## src/rtl/ele_pkg.sv

```systemverilog
// Shared definitions for the elevator buzzer: chime FSM encoding, default
// audio timing constants and helpers for half-period and counter-width math.
package ele_pkg;

  typedef enum logic [2:0] {
    ST_IDLE  = 3'd0,
    ST_TONE1 = 3'd1,
    ST_GAP   = 3'd2,
    ST_TONE2 = 3'd3,
    ST_HOLD  = 3'd4
  } buzz_state_t;

  localparam int DEF_CLK_HZ     = 50_000_000;
  localparam int DEF_TONE_HI_HZ = 2000;
  localparam int DEF_TONE_LO_HZ = 1000;
  localparam int DEF_BEEP_MS    = 100;
  localparam int DEF_GAP_MS     = 50;

  // Clock cycles spent in each half of a square wave at tone_hz.
  function automatic int half_period(input int clk_hz, input int tone_hz);
    return clk_hz / (2 * tone_hz);
  endfunction

  // Bits needed to count 0..n-1, never less than one.
  function automatic int cnt_width(input int n);
    return (n > 1) ? $clog2(n) : 1;
  endfunction

endpackage

```

## src/rtl/buzzer_ctrl_tone_div.sv

```systemverilog
// Square-wave divider: toggles phase every half_cnt enabled cycles.
// clr restarts the wave in its low half so every tone starts identically.
module tone_div #(
  parameter int W = 4
) (
  input  logic         clk,
  input  logic         sysclr,
  input  logic         clr,
  input  logic         en,
  input  logic [W-1:0] half_cnt,
  output logic         phase
);

  logic [W-1:0] cnt;

  always_ff @(posedge clk or posedge sysclr) begin
    if (sysclr) begin
      cnt   <= '0;
      phase <= 1'b0;
    end else if (clr) begin
      cnt   <= '0;
      phase <= 1'b0;
    end else if (en) begin
      if (cnt == half_cnt - W'(1)) begin
        cnt   <= '0;
        phase <= ~phase;
      end else begin
        cnt <= cnt + W'(1);
      end
    end
  end

endmodule

```

## src/rtl/buzzer_ctrl.sv

```systemverilog
// Arrival chime generator: a rising beep_en plays high tone, gap, low tone on
// the BUZZER pin; a level held past the chime parks in HOLD instead of repeating.
module buzzer_ctrl
  import ele_pkg::*;
#(
  parameter int CLK_HZ     = DEF_CLK_HZ,
  parameter int TONE_HI_HZ = DEF_TONE_HI_HZ,
  parameter int TONE_LO_HZ = DEF_TONE_LO_HZ,
  parameter int BEEP_MS    = DEF_BEEP_MS,
  parameter int GAP_MS     = DEF_GAP_MS
) (
  input  logic clk,
  input  logic sysclr,
  input  logic beep_en,
  input  logic mute,
  output logic buzzer,
  output logic busy
);

  localparam int MS_DIV   = CLK_HZ / 1000;
  localparam int HALF_HI  = half_period(CLK_HZ, TONE_HI_HZ);
  localparam int HALF_LO  = half_period(CLK_HZ, TONE_LO_HZ);
  localparam int HALF_MAX = (HALF_HI > HALF_LO) ? HALF_HI : HALF_LO;
  localparam int MS_MAX   = (BEEP_MS > GAP_MS) ? BEEP_MS : GAP_MS;

  localparam int PRESC_W = cnt_width(MS_DIV);
  localparam int MS_W    = cnt_width(MS_MAX);
  localparam int TONE_W  = cnt_width(HALF_MAX + 1);

  localparam logic [PRESC_W-1:0] PRESC_LAST = PRESC_W'(MS_DIV - 1);
  localparam logic [MS_W-1:0]    BEEP_LAST  = MS_W'(BEEP_MS - 1);
  localparam logic [MS_W-1:0]    GAP_LAST   = MS_W'(GAP_MS - 1);
  localparam logic [TONE_W-1:0]  HALF_HI_C  = TONE_W'(HALF_HI);
  localparam logic [TONE_W-1:0]  HALF_LO_C  = TONE_W'(HALF_LO);

  buzz_state_t        state;
  buzz_state_t        state_next;
  logic               beep_en_d;
  logic               rise;
  logic [PRESC_W-1:0] presc;
  logic [MS_W-1:0]    ms_cnt;
  logic               tick;
  logic               state_chg;
  logic               tone_on;
  logic               phase;
  logic [TONE_W-1:0]  half_cnt;

  assign rise      = beep_en & ~beep_en_d;
  assign tick      = (presc == PRESC_LAST);
  assign state_chg = (state_next != state);
  assign half_cnt  = (state == ST_TONE1) ? HALF_HI_C : HALF_LO_C;

  always_ff @(posedge clk or posedge sysclr) begin
    if (sysclr) begin
      beep_en_d <= 1'b0;
    end else begin
      beep_en_d <= beep_en;
    end
  end

  always_ff @(posedge clk or posedge sysclr) begin
    if (sysclr) begin
      state <= ST_IDLE;
    end else begin
      state <= state_next;
    end
  end

  always_comb begin
    state_next = state;
    case (state)
      ST_IDLE: begin
        if (rise) state_next = ST_TONE1;
      end
      ST_TONE1: begin
        if (tick && ms_cnt == BEEP_LAST) state_next = ST_GAP;
      end
      ST_GAP: begin
        if (tick && ms_cnt == GAP_LAST) state_next = ST_TONE2;
      end
      ST_TONE2: begin
        if (tick && ms_cnt == BEEP_LAST) state_next = beep_en ? ST_HOLD : ST_IDLE;
      end
      ST_HOLD: begin
        if (!beep_en) state_next = ST_IDLE;
      end
      default: state_next = ST_IDLE;
    endcase
  end

  always_comb begin
    busy    = 1'b0;
    tone_on = 1'b0;
    case (state)
      ST_TONE1, ST_TONE2: begin
        busy    = 1'b1;
        tone_on = 1'b1;
      end
      ST_GAP:  busy = 1'b1;
      default: ;
    endcase
  end

  // Timebase restarts on every state change so each timed state is an exact
  // multiple of MS_DIV cycles.
  always_ff @(posedge clk or posedge sysclr) begin
    if (sysclr) begin
      presc  <= '0;
      ms_cnt <= '0;
    end else if (state_chg || !busy) begin
      presc  <= '0;
      ms_cnt <= '0;
    end else if (tick) begin
      presc  <= '0;
      ms_cnt <= ms_cnt + MS_W'(1);
    end else begin
      presc <= presc + PRESC_W'(1);
    end
  end

  tone_div #(
    .W(TONE_W)
  ) u_tone_div (
    .clk      (clk),
    .sysclr   (sysclr),
    .clr      (state_chg),
    .en       (tone_on),
    .half_cnt (half_cnt),
    .phase    (phase)
  );

  always_ff @(posedge clk or posedge sysclr) begin
    if (sysclr) begin
      buzzer <= 1'b0;
    end else begin
      buzzer <= phase & tone_on & ~mute;
    end
  end

endmodule

```

## config.mk

```make
export PLATFORM = sky130hd
export DESIGN_NAME = buzzer_ctrl
export DESIGN_NICKNAME = d
export VERILOG_FILES = /design/src/rtl/ele_pkg.sv /design/src/rtl/buzzer_ctrl_tone_div.sv /design/src/rtl/buzzer_ctrl.sv
export SDC_FILE = /design/constraint.sdc
export NUM_CORES = 1
export LEC_CHECK = 0
export BUFFER_PORTS_ARGS = -buffer_cell sky130_fd_sc_hd__buf_2
export CELL_PAD_IN_SITES_DETAIL_PLACEMENT = 0
export CELL_PAD_IN_SITES_GLOBAL_PLACEMENT = 1
export CORE_ASPECT_RATIO = 1.5
export CORE_MARGIN = 2
export CORE_UTILIZATION = 40
export CTS_BUF_LIST = sky130_fd_sc_hd__clkbuf_4 sky130_fd_sc_hd__clkbuf_8
export DETAILED_ROUTE_END_ITERATION = 12
export GPL_TIMING_DRIVEN = 0
export PLACE_DENSITY_LB_ADDON = 0.1
export SLEW_MARGIN = 10
export SYNTH_ARGS = -nofsm -noshare
export SYNTH_HDL_FRONTEND = slang
export SYNTH_SLANG_ARGS = --single-unit
export TNS_END_PERCENT = 10
```

## constraint.sdc

```tcl
create_clock -name clk -period 2 [get_ports clk]
set_clock_uncertainty 0.2 [all_clocks]
set_input_delay 0.5 -clock clk [delete_from_list [all_inputs] [get_ports clk]]
set_output_delay 0.5 -clock clk [all_outputs]
set_load 0.02 [all_outputs]
```

==> results by stage, run 1 <==
Status:
- The flow ran to the end, but the final reports show violations.
- The checks that failed: negative setup slack.

Clocking:
- The insertion delay to the later sink of the worst-skew pair is about 0.30 ns.
- The TritonCTS clock tree is built.
- In this run the deepest clock path goes through 2 buffers.
- In this run, CTS created clock tree buffers numbering 5.
- The number of H-tree levels is 2.
- Counting every sink on the clock net gives 44.
- In this run the clock root is driven by a clkbuf_8.
- The post-CTS clock slew at the launch and capture registers of the worst setup and hold paths is about 0.09 ns.

Placement:
- The area after detailed placement is between 2000 and 3000 sq um.
- The detailed-placement wirelength estimate is 4070 um.
- The placer's final routability congestion estimate is approximately 0.72.
- In this run the tool buffered the top-level ports with 5 buffer cells.

Timing:
- Headroom to the max-slew limit came out at 0.652.
- The highest attainable clock frequency is around 460 MHz.
- Of the available clock period, the critical path in the final layout requires 1.08.
- The number of failing hold endpoints at the final stage came to 0.
- The final critical-path required period is 2.15 ns.
- Setup repair after global routing could not meet its margin everywhere.
- The setup total negative slack is -2.94 ns.
- The number of pins with negative max-slew slack in the final report is 0.
- The hold slack is between 0.1 and 0.15 ns.
- In the post-route analysis, the smallest setup slack over all paths is -0.154 ns.
- Setup violations remaining at the end of the flow were counted as 26.
- At the pin with the least slew margin, the transition time is between 0.5 and 0.6 ns.

Layout:
- The share of final-layout standard cells stronger than drive strength 1 is 0.255.
- The final net count is 301.
- Across the whole layout, storage elements account for ~1100 sq um.
- Summing all multi-input logic gate instances after layout gives between 1000 and 1500 sq um.
- Fill cells in the final layout number around 580.
- The post-layout instance area is 3040 sq um.
- The number of diodes added for antenna fixing is 0.
- At the end of the flow the core is filled with cells to 0.517.
- Compared with the post-synthesis result, the final layout area differs by 24.0%.

Critical path:
- The destination of the worst register-to-register timing path is u_tone_div.cnt[14].
- The critical path class is reg -> reg.
- For flop-to-flop paths, the worst setup slack is -0.15 ns.
- Data arrives at the worst endpoint at ~2.1 ns.
- The most critical setup path has its startpoint at presc[7].
- The largest fanout on the critical path is 8.
- STA classifies the critical path endpoint as a flop.
- The critical path capture point is u_tone_div.cnt[14].
- The worst setup path is launched from a flop.
- The worst register-to-register path begins at presc[7].
- The number of cells on the worst reg-to-reg path is 6.
- At the worst endpoint, the required time is 1.99 ns.

Synthesis:
- The share of synthesized area occupied by flip-flops and latches is 0.449.
- Synthesis produced a netlist with a net count of approximately 270.
- In the synthesized netlist the dominant register cell turns out to be dfrtp_1.
- In the synthesized netlist the async set-or-reset flop fraction comes to 1.00.
- In this run the cell area of the synthesized design comes to between 2000 and 2500 sq um.
- The mean cell area of the mapped netlist is 9.46 sq um.
- Synthesis inferred 44 register bits.
- Counting distinct cell types in the post-synthesis netlist gives between 40 and 50.
- Counting flops with a built-in enable in the synthesized netlist gives 0.
- The gate count of the mapped netlist is about 260.
- Yosys printed 0 warnings.

Routing:
- Routed signal wires occupy layers up through met4.
- The initial DRC count is 51.
- The sum of met3 wire segment lengths after detailed routing is 86 um.
- The detailed-routing iteration count for the pre-antenna-repair pass is 4.
- The met2 wire length is approximately 3300 um.
- The total wire length after detailed routing is roughly 5900 um.
- The average wire length per cell after detail routing is between 15 and 20 um.
- The routed metal-1 wire length is approximately 2400 um.
- The detail route stage leaves a number of antenna-violating nets equal to 0.
- The via density per instance is about 5.4.
- The via count is between 1500 and 2000.
- After detailed routing, the number of remaining DRC violations is 0.

Floorplanning:
- The initial utilization of the core area, before any placement, comes to 0.417.
- The chip height is 99.9 um.
- Measured along the x axis, the die boundary spans around 68 um.
- The region available for standard cell placement spans approximately 5900 sq um.
- The count of standard-cell rows is 34.
- In this run the count of I/O pins placed on the die edge is 6.
- The full die area is roughly 6800 sq um.

Pwr:
- Power spread over the standard cell area amounts to between 500 and 600 nW/um^2.
- The static power due to leakage is roughly 1.3 nW.
- The power consumption is between 1.5 and 2 mW.
- The worst-case IR drop observed on VDD is 0.300 mV.

GRT:
- The number of global-route vias before repair was approximately 2100.
- The final global-route overflow total is 0.
- The pin count of the biggest net entering global routing is 37.
- The first global-routing pass estimated around 10000 um of wire.
- The number of antenna violations at the first check in global routing is 0.
- The global-route total usage across every layer is 0.198.

Run:
- The max-capacitance violation count is 0.

Min path:
- The worst hold-check path type is in -> reg.
## metrics by stage
step                worst slack, ns  std cells
detailed placement           -0.278        337
finish                       -0.154        366
CTS                          -0.207        361
floorplan                   -0.0261        259
global placement             -0.424        336
global route                 -0.289        366
## how the worst min path moves through the flow
stage / start / endpoint / slack, ns / cells past startpoint
after floorplan: presc[0] / presc[0] / 0.23 / 1
after global placement: presc[0] / presc[0] / 0.25 / 1
after detailed placement: sysclr / presc[1] / 0.23 / 2
after CTS: mute / buzzer / 0.13 / 2
after global routing: mute / buzzer / 0.14 / 2
final: mute / buzzer / 0.14 / 2
## registers in the layout, summed over array words and instances (netlist names)
signal            count
presc                16
u_tone_div.cnt       15
ms_cnt                7
state                 3
beep_en_d             1
buzzer                1
u_tone_div.phase      1
## cell usage in the layout, fill, tap and decap left out, types with 3 or more instances in the layout
cell type / n
nand4_1: 9
dfrtp_1: 40
nor2_1: 35
nand2_1: 18
dfrtp_2: 4
nor3_1: 12
nand2b_1: 4
a21oi_1: 7
and3_1: 6
o21ai_0: 3
inv_1: 7
nor2_4: 3
buf_4: 20
nand3_1: 13
xor2_1: 14
clkbuf_8: 5
ha_1: 3
xnor2_1: 16
and3_4: 3
a31oi_1: 3
nor3b_1: 3
buf_6: 3
buf_2: 6
or3_1: 3
nor4_4: 4
## layer usage
metal  GRT usage  vias to the layer above
met5           0                        -
met4      0.0600                        0
met3      0.0269                        7
met2       0.371                       11
met1       0.225                      965
li1            -                      980
## kinds of logic after synthesis
logic type               count (synthesis)  synth area share
XOR/XNOR                                30             0.107
AND/OR/NAND/NOR                        140             0.317
buffers and inverters                   15            0.0255
AO/OA/AOI/OAI                           26            0.0802
flip-flops                              44             0.449
adder cells (fa/ha/maj)                  4            0.0204
## power breakdown
part           switching, mW  internal, mW  leakage [nW]
logic                 0.0240       0.00903         0.722
clock network          0.318         0.385        0.0586
registers           0.000503         0.890         0.569
## Yosys cell counts, types with 2 or more instances
cell      instances  area share
a21oi_1           8       0.016
a21oi_2           3       0.011
a22oi_4           2       0.017
a31oi_1           3      0.0077
and3_1            9       0.023
and4_1            2      0.0072
and4b_1           2      0.0082
buf_2             2      0.0041
clkbuf_1          4      0.0061
dfrtp_1          44        0.45
ha_1              4       0.020
inv_1             8       0.012
nand2_1          19       0.029
nand2b_1          4       0.010
nand3_1          14       0.029
nand3b_1          2      0.0061
nand4_1           9       0.023
nand4b_1          2      0.0072
nor2_1           40       0.061
nor3_1           13       0.027
nor3b_1           3      0.0092
nor4_1            4       0.010
nor4_4            2       0.017
nor4bb_1          2      0.0082
o21ai_0           5       0.010
or3_1             3      0.0077
xnor2_1          16       0.057
xor2_1           14       0.050
## cell type report
class / instances / share of cell area
Buffer: 7 / 0.0169
Clock buffer: 6 / 0.0251
Clock inverter: 2 / 0.0115
Inverter: 8 / 0.00988
Multi-Input combinational cell: 200 / 0.469
Sequential cell: 44 / 0.364
Tap cell: 72 / 0.0297
Timing Repair Buffer: 27 / 0.0737
## timing repair
| item | 4_1_cts | 5_1_grt |
|---|---|---|
| gates resized for setup | 30 | 12 |
| hold buffers | 1 | 0 |
| setup endpoints to repair | 41 | 42 |
| endpoints found under the hold margin | 8 | 0 |
| buffers inserted | 14 | 5 |
| pin swaps | 25 | 11 |
| gates cloned | 1 | 0 |
## critical path: stages (launching register included)
cell     delay, ns
dfrtp_1       0.40
or4_4         0.58
nor4_4        0.32
a21oi_4       0.15
a22oi_4       0.20
buf_12        0.15
nor2_1        0.04
(Power assumes the default switching activity.)
==> inputs of run 2 (changes only) <==
--- a/config.mk
+++ b/config.mk
@@ -14,6 +14,7 @@
 export CTS_BUF_LIST = sky130_fd_sc_hd__clkbuf_4 sky130_fd_sc_hd__clkbuf_8
 export DETAILED_ROUTE_END_ITERATION = 12
 export GPL_TIMING_DRIVEN = 0
+export HOLD_SLACK_MARGIN = 0.15
 export PLACE_DENSITY_LB_ADDON = 0.1
 export SLEW_MARGIN = 10
 export SYNTH_ARGS = -nofsm -noshare
==> run 2 against run 1 <==
The run still ends with negative setup slack left. Global-route usage about the same. First-iteration DRC count is 2.0% lower. Setup slack worse by 0.0069 ns. Sequential cell count did not move. Via count shrank 0.41%. Worst hold slack gained 0.036 ns. Largest power group unchanged.
==> results by stage, run 2 (synthesized netlist as in run 1, its figures left out) <==
Status:
- The flow ran to the end, but the final reports show violations.
- The checks that failed: negative setup slack.

Critical path:
- Counting cells, the worst reg-to-reg path comes to 6.
- The signal on the critical path passes through or4_4, nor4_4, a21oi_4, a22oi_4, buf_12, nor2_1.
- The reg-to-reg setup timing slack is -0.16 ns.
- Data on the critical path is required at its endpoint by around 2.0 ns.
- The setup path with the least slack is of type reg -> reg.
- Data arrives at the worst endpoint at 2.15 ns.
- STA classifies the critical path startpoint as a flop.
- The kind of capture point of the worst setup path is a flop.
- The slowest stage of the critical path belongs to the cell or4_4.
- The peak per-stage delay on the critical path is around 0.58 ns.
- The destination of the worst register-to-register timing path is u_tone_div.cnt[14].
- Along the worst path, the maximum fanout reaches 8.
- The critical register-to-register path startpoint is presc[7].

Timing:
- The hold slack is approximately 0.18 ns.
- Setup violations remaining at the end of the flow were counted as 26.
- The actual slew at the worst max-slew pin is around 0.52 ns.
- Setup repair after global routing could not meet its margin everywhere.
- Static timing analysis puts the maximum clock frequency at around 460 MHz.
- In the finished design, the share of the clock period the worst path needs comes to 1.08.
- The worst path in the final design needs a cycle of 2.16 ns, including I/O delays and setup.
- The post-route worst setup slack is -0.161 ns.
- The number of failing hold endpoints at the final stage is 0.
- The worst relative slew slack is 0.651.
- The setup total negative slack is -3.13 ns.
- The number of pins with negative max-slew slack in the final report is 0.

Pwr:
- The switching share of power is 0.211.
- Cell internal power was estimated by the tool at roughly 1.3 mW.
- Dividing total power by cell area gives a power density of between 500 and 600 nW/um^2.
- The portion of total power attributed to the clock network is 0.432.
- Of the total power, combinational logic draws 0.021.
- Power comes to 1.63 mW.
- In this run the static leakage power is 1.35 nW.
- The share of total power dissipated in sequential elements is 0.547.
- The switching power is ~0.34 mW.
- The highest ir drop seen on vdd is roughly 0.3 mV.

Placement:
- Once detailed placement completed, the half-perimeter wirelength came to around 4000 um.
- The placement-stage worst setup slack is -0.278 ns.
- Buffers placed on the I/O ports in this run total 5.
- The placer's final routability congestion estimate is roughly 0.72.

Layout:
- The register with the most flip-flops in the layout has 16 of them.
- The area overhead of the layout relative to synthesis is 24.4%.
- The commonest non-fill, non-tap cell in the layout is dfrtp_1.
- In the layout the commonest cells are dfrtp_1 (40), nor2_1 (35), buf_4 (20), nand2_1 (18), xnor2_1 (16).
- In the final layout, the registers with the most flip-flops are presc: 16 flops, u_tone_div.cnt: 15 flops, ms_cnt: 7 flops.
- The filler cells instantiated in the layout total 578.
- The area of the multi-input gates is around 1400 sq um.
- The footprint of the flip-flops and latches is 1110 sq um.
- Counting flops per register, the top entry is presc.
- The number of antenna diodes in the final layout is 0.
- The share of final-layout standard cells stronger than drive strength 1 is 0.254.
- The final net count is slightly above 300.

Min path:
- The worst hold path belongs to the class in -> reg.
- The startpoint identified for the worst hold timing path is beep_en.
- For hold timing, the worst endpoint is beep_en_d.
- Along the worst hold path, the cell count comes to 1.

GRT:
- The number of antenna violations at the first check in global routing is 0.
- The global-route total usage across every layer is 0.199.
- The number of global-route vias before repair is approximately 2100.
- Entering global routing, the biggest net connects 37 pins.
- The first global-routing pass estimated 10200 um of wire.
- After global routing the overflow that remains totals 0.

Routing:
- The via count is 1955.
- Summed over all layers, the routed wires come to approximately 5900 um.
- The sum of met3 wire segment lengths after detailed routing is approximately 74 um.
- The initial DRC count is 50.
- For this block, wires on met1 add up to 2420 um.
- For this run, design rule violations remaining after detail routing come to 0.
- The highest metal layer carrying signal wires in the routed design is met4.
- The average wire length per cell after detail routing is between 15 and 20 um.
- In the detailed route, the total length drawn on met2 is 3300 um.
- After detailed routing, the number of vias per cell comes to between 5 and 6.
- The first detailed-routing pass took 4 iterations.
- The remaining number of nets flagged by the antenna check after routing is 0.

Run:
- Max-cap violations in this run came to 0.

Floorplanning:
- The floorplan has 34 rows.
- The die covers 6780 sq um.
- Measured along the x axis, the die boundary spans 67.9 um.
- The floorplan step set the die height to around 100 um.
- The starting utilization of the core area is 0.417.
- The placeable core region is just under 6000 sq um.
- The boundary pin count is 6.

Clocking:
- The insertion delay to the later sink of the worst-skew pair is around 0.3 ns.
- The CTS sink count is 44.
- The number of H-tree levels is 2.
- The clock root buffer master is clkbuf_8.
- Buffers inserted during clock tree synthesis total 5.
- The longest clock path from root to sink contains 2 buffers.
- The TritonCTS clock tree is built.
- Clock-pin slew was measured on the worst setup and hold paths at 0.09 ns.
==> run 2: changes by cell type in the layout (fill, tap and decap cells not counted), sizes merged <==
| cell | before | now |
|---|---|---|
| dlygate4sd3 | 1 | 2 |
==> run 2: power by group through the flow <==
stage,Clock (mW),Combinational (mW),Sequential (mW)
after CTS,0.718,0.0361,0.890
after global routing,0.758,0.0405,0.890
after floorplan,0,0.0172,0.908
final,0.703,0.0346,0.890
after detailed placement,0,0.0330,0.908
after global placement,0,0.0276,0.908
==> run 2: metrics by stage <==
stage                     area [sq um]   util  cells
after global routing              3050  0.519    367
after detailed placement          2620  0.446    337
final                             3050  0.519    367
after floorplan                   2480      -    259
after global placement            2600  0.443    336
after CTS                         2970  0.506    362
==> run 2: per-layer routing <==
layer / global-route usage / up-vias
met5: 0 / -
met1: 0.225 / 958
li1: - / 981
met2: 0.373 / 9
met4: 0.0600 / 0
met3: 0.0269 / 7
==> run 2: critical path: cells and delay by family (launching register included) <==
kind	cells	cell delay (ns)
DFF	1	0.40
and+or+nand+nor	3	0.94
buffers and inverters	1	0.15
AOI/OAI and AO/OA	2	0.35
==> run 2: final cells by class <==
cell class              count  area share
well taps                  72      0.0296
clock buffers               6      0.0250
repair buffers             28      0.0768
multi-input cells         200       0.468
inverters                   8     0.00985
plain buffers               7      0.0168
flip-flops and latches     44       0.363
clock inverters             2      0.0115
==> run 2: how the worst max path moves through the flow <==
stage	cells after the start	from	endpoint	slack, ns
floorplan	5	presc[13]	u_tone_div.cnt[10]	-0.03
global placement	2	sysclr	ms_cnt[4]	-0.42
detailed placement	5	presc[13]	u_tone_div.cnt[10]	-0.28
CTS	7	presc[7]	ms_cnt[6]	-0.21
global route	6	presc[14]	ms_cnt[6]	-0.29
finish	6	presc[7]	u_tone_div.cnt[14]	-0.16
==> run 2: what timing repair did <==
item / 4_1_cts / 5_1_grt
pin swaps: 25 / 11
gates resized for setup: 30 / 12
endpoints found under the hold margin: 9 / 0
cloned: 1 / 0
hold buffers: 2 / 0
endpoints found under the setup margin: 41 / 42
buffers inserted: 14 / 5
==> inputs of run 3 (changes only) <==
--- a/config.mk
+++ b/config.mk
@@ -15,7 +15,9 @@
 export DETAILED_ROUTE_END_ITERATION = 12
 export GPL_TIMING_DRIVEN = 0
 export HOLD_SLACK_MARGIN = 0.15
+export MAX_ROUTING_LAYER = met4
 export PLACE_DENSITY_LB_ADDON = 0.1
+export REMOVE_ABC_BUFFERS = 1
 export SLEW_MARGIN = 10
 export SYNTH_ARGS = -nofsm -noshare
 export SYNTH_HDL_FRONTEND = slang
==> run 3 against run 2 <==
The flow still finishes with violations (negative setup slack). Fmax is 1.1% lower. Global-route usage decreased by 0.57 points. First-iteration DRC count shrank 32%.
==> results by stage, run 3 (synthesized netlist as in run 1, its figures left out) <==
Routing:
- The total wire length after detailed routing is 5520 um.
- The first routing iteration left 34 violations.
- The via count is ~1900.
- In the routed design, unresolved DRC markers number 0.
- The via density per instance is ~5.5.
- The remaining number of nets flagged by the antenna check after routing is 0.
- The first TritonRoute pass finished after 4 iterations.
- Dividing the detail-routed wire length by the instance count gives approximately 16 um.

Min path:
- The worst hold path terminates at beep_en_d.
- The worst hold path stage count is 1.
- The worst hold-check path type is in -> reg.
- The beginning of the worst hold path is beep_en.

Clocking:
- Clock tree synthesis found a total of 44 sinks.
- The TritonCTS buffer count is 5.
- The largest buffer count on any clock path is 2.
- The insertion delay to the later sink of the worst-skew pair is ~0.29 ns.
- The H-tree was split into 2 levels.
- After clock tree synthesis, the clock-pin slew on the worst setup and hold paths is around 0.08 ns.
- The clock root buffer master is clkbuf_8.
- TritonCTS built the clock tree.

Timing:
- Of the available clock period, the critical path in the final layout requires 1.09.
- The number of pins with negative max-slew slack in the final report is 0.
- Setup repair after global routing could not meet its margin everywhere.
- Setup violations remaining at the end of the flow were counted as 24.
- The actual slew at the worst max-slew pin is ~0.53 ns.
- Hold is met by between 0.15 and 0.2 ns.
- In this run the tightest slew margin relative to its limit is 0.646.
- The setup total negative slack is -3.46 ns.
- The highest attainable clock frequency is 458 MHz.
- The number of failing hold endpoints at the final stage is 0.
- The post-route worst setup slack is -0.185 ns.
- The final critical-path required period is between 2 and 2.5 ns.

Run:
- The max-capacitance violation count is 0.

Layout:
- The library cell used most frequently in the layout, excluding fill and tap cells, is nor2_1.
- From synthesis to final layout, the design area changed by 16.4%.
- The largest registers in the layout are presc: 16 flops, u_tone_div.cnt: 15 flops, ms_cnt: 7 flops.
- Of the cells placed in the final design, the portion with a size suffix greater than 1 is 0.204.
- The flip-flop count of the largest register after layout is 16.
- The final cell utilization of the core is 0.486.
- In the layout the commonest cells are nor2_1 (39), dfrtp_1 (37), nand2_1 (17), xnor2_1 (16).
- At the end of the flow, the number of nets in the layout was between 200 and 300.
- The number of fillers in the final layout is approximately 580.
- The largest register by flop count is presc.
- The number of diodes added for antenna fixing is 0.

Pwr:
- Power spread over the standard cell area amounts to approximately 520 nW/um^2.
- The highest ir drop seen on vdd is between 0.2 and 0.3 mV.
- The static power due to leakage is roughly 1.2 nW.

Floorplanning:
- The floorplan step defined a die boundary enclosing ~6800 sq um.
- Row generation in the floorplan step produced 34 rows.
- The starting utilization of the core area is 0.417.
- The die extent in x is between 60 and 70 um.
- For this design the top-level I/O count stands at 6.
- The chip height is between 90 and 100 um.
- The placeable core region is just under 6000 sq um.

Status:
- The final reports fail on negative setup slack.
- The run finished, with violations left.

Critical path:
- The critical path class is reg -> reg.
- The worst setup path is captured at a flop.
- For the worst setup path, the data required time is between 1.5 and 2 ns.
- The critical register-to-register path startpoint is presc[5].
- The number of cells traversed by the worst register-to-register path is 5.
- Setup slack on the worst reg-to-reg path comes out at -0.19 ns.
- The destination of the worst register-to-register timing path is u_tone_div.cnt[12].
- The kind of start point of the critical path is a flop.
- In this run the worst path has a maximum fanout of 8.
- The arrival time of the worst setup path is 2.16 ns.

GRT:
- The number of global-route vias before repair came to 1961.
- The global-route total usage across every layer is 0.193.
- Entering global routing, the biggest net connects 31 pins.
- The final global-route overflow total is 0.
- The global-route wire length before repair is approximately 9600 um.
- The number of antenna violations at the first check in global routing is 0.

Placement:
- Timing analysis after detailed placement gives a worst setup slack of -0.537 ns.
- At the end of routability-driven placement, the weighted congestion stood at slightly below 0.8.
- In this run the tool buffered the top-level ports with 5 buffer cells.
- The detailed-placement wirelength estimate is about 3900 um.
[run 3: layout make-up]
class	instances	area, sq um	area share
multi-input combinational	200	1410	0.496
timing repair buffer	16	125	0.0439
tap	72	90.1	0.0316
clock inverter	1	5.00	0.00175
inverter	8	30.0	0.0105
clock buffer	6	76.3	0.0268
sequential	44	1110	0.390
[run 3: where the power goes]
| group | switching (mW) | internal, mW |
|---|---|---|
| clock network | 0.306 | 0.252 |
| logic | 0.0233 | 0.0103 |
| registers | 0.000528 | 0.890 |
[run 3: worst max-delay path, stage by stage (launching register included)]
cell and delay, ns:
dfrtp_2 0.44, or4_4 0.56, nor4_4 0.31, a21oi_4 0.15, a22oi_4 0.33, nor2_1 0.07
[run 3: how the worst max path moves through the flow]
stage | startpoint | to | slack (ns) | depth (start not counted)
floorplan | presc[5] | ms_cnt[1] | -0.14 | 5
global placement | presc[4] | presc[11] | -0.53 | 5
detailed placement | presc[4] | presc[7] | -0.54 | 5
CTS | presc[5] | u_tone_div.cnt[12] | -0.21 | 5
global route | presc[5] | u_tone_div.cnt[14] | -0.30 | 5
finish | presc[5] | u_tone_div.cnt[12] | -0.19 | 5
[run 3: per-layer routing]
layer  wire, um  GRT usage
met5          0          -
met4         48     0.0554
met3         61     0.0303
met2       3140      0.343
met1       2270      0.218
[run 3: per-stage QoR]
stage	instances	instance area [sq um]	power, mW
floorplan	252	2420	0.925
global placement	329	2530	0.935
detailed placement	330	2550	0.940
CTS	342	2750	1.50
global route	347	2850	1.55
finish	347	2850	1.48
[run 3: timing repair]
item                                    4_1_cts  5_1_grt
resized for setup                            25       12
endpoints found under the setup margin       42       41
setup buffers                                 3        5
pin swaps                                    23        6
hold endpoints to repair                     15        0
hold buffers                                  2        0
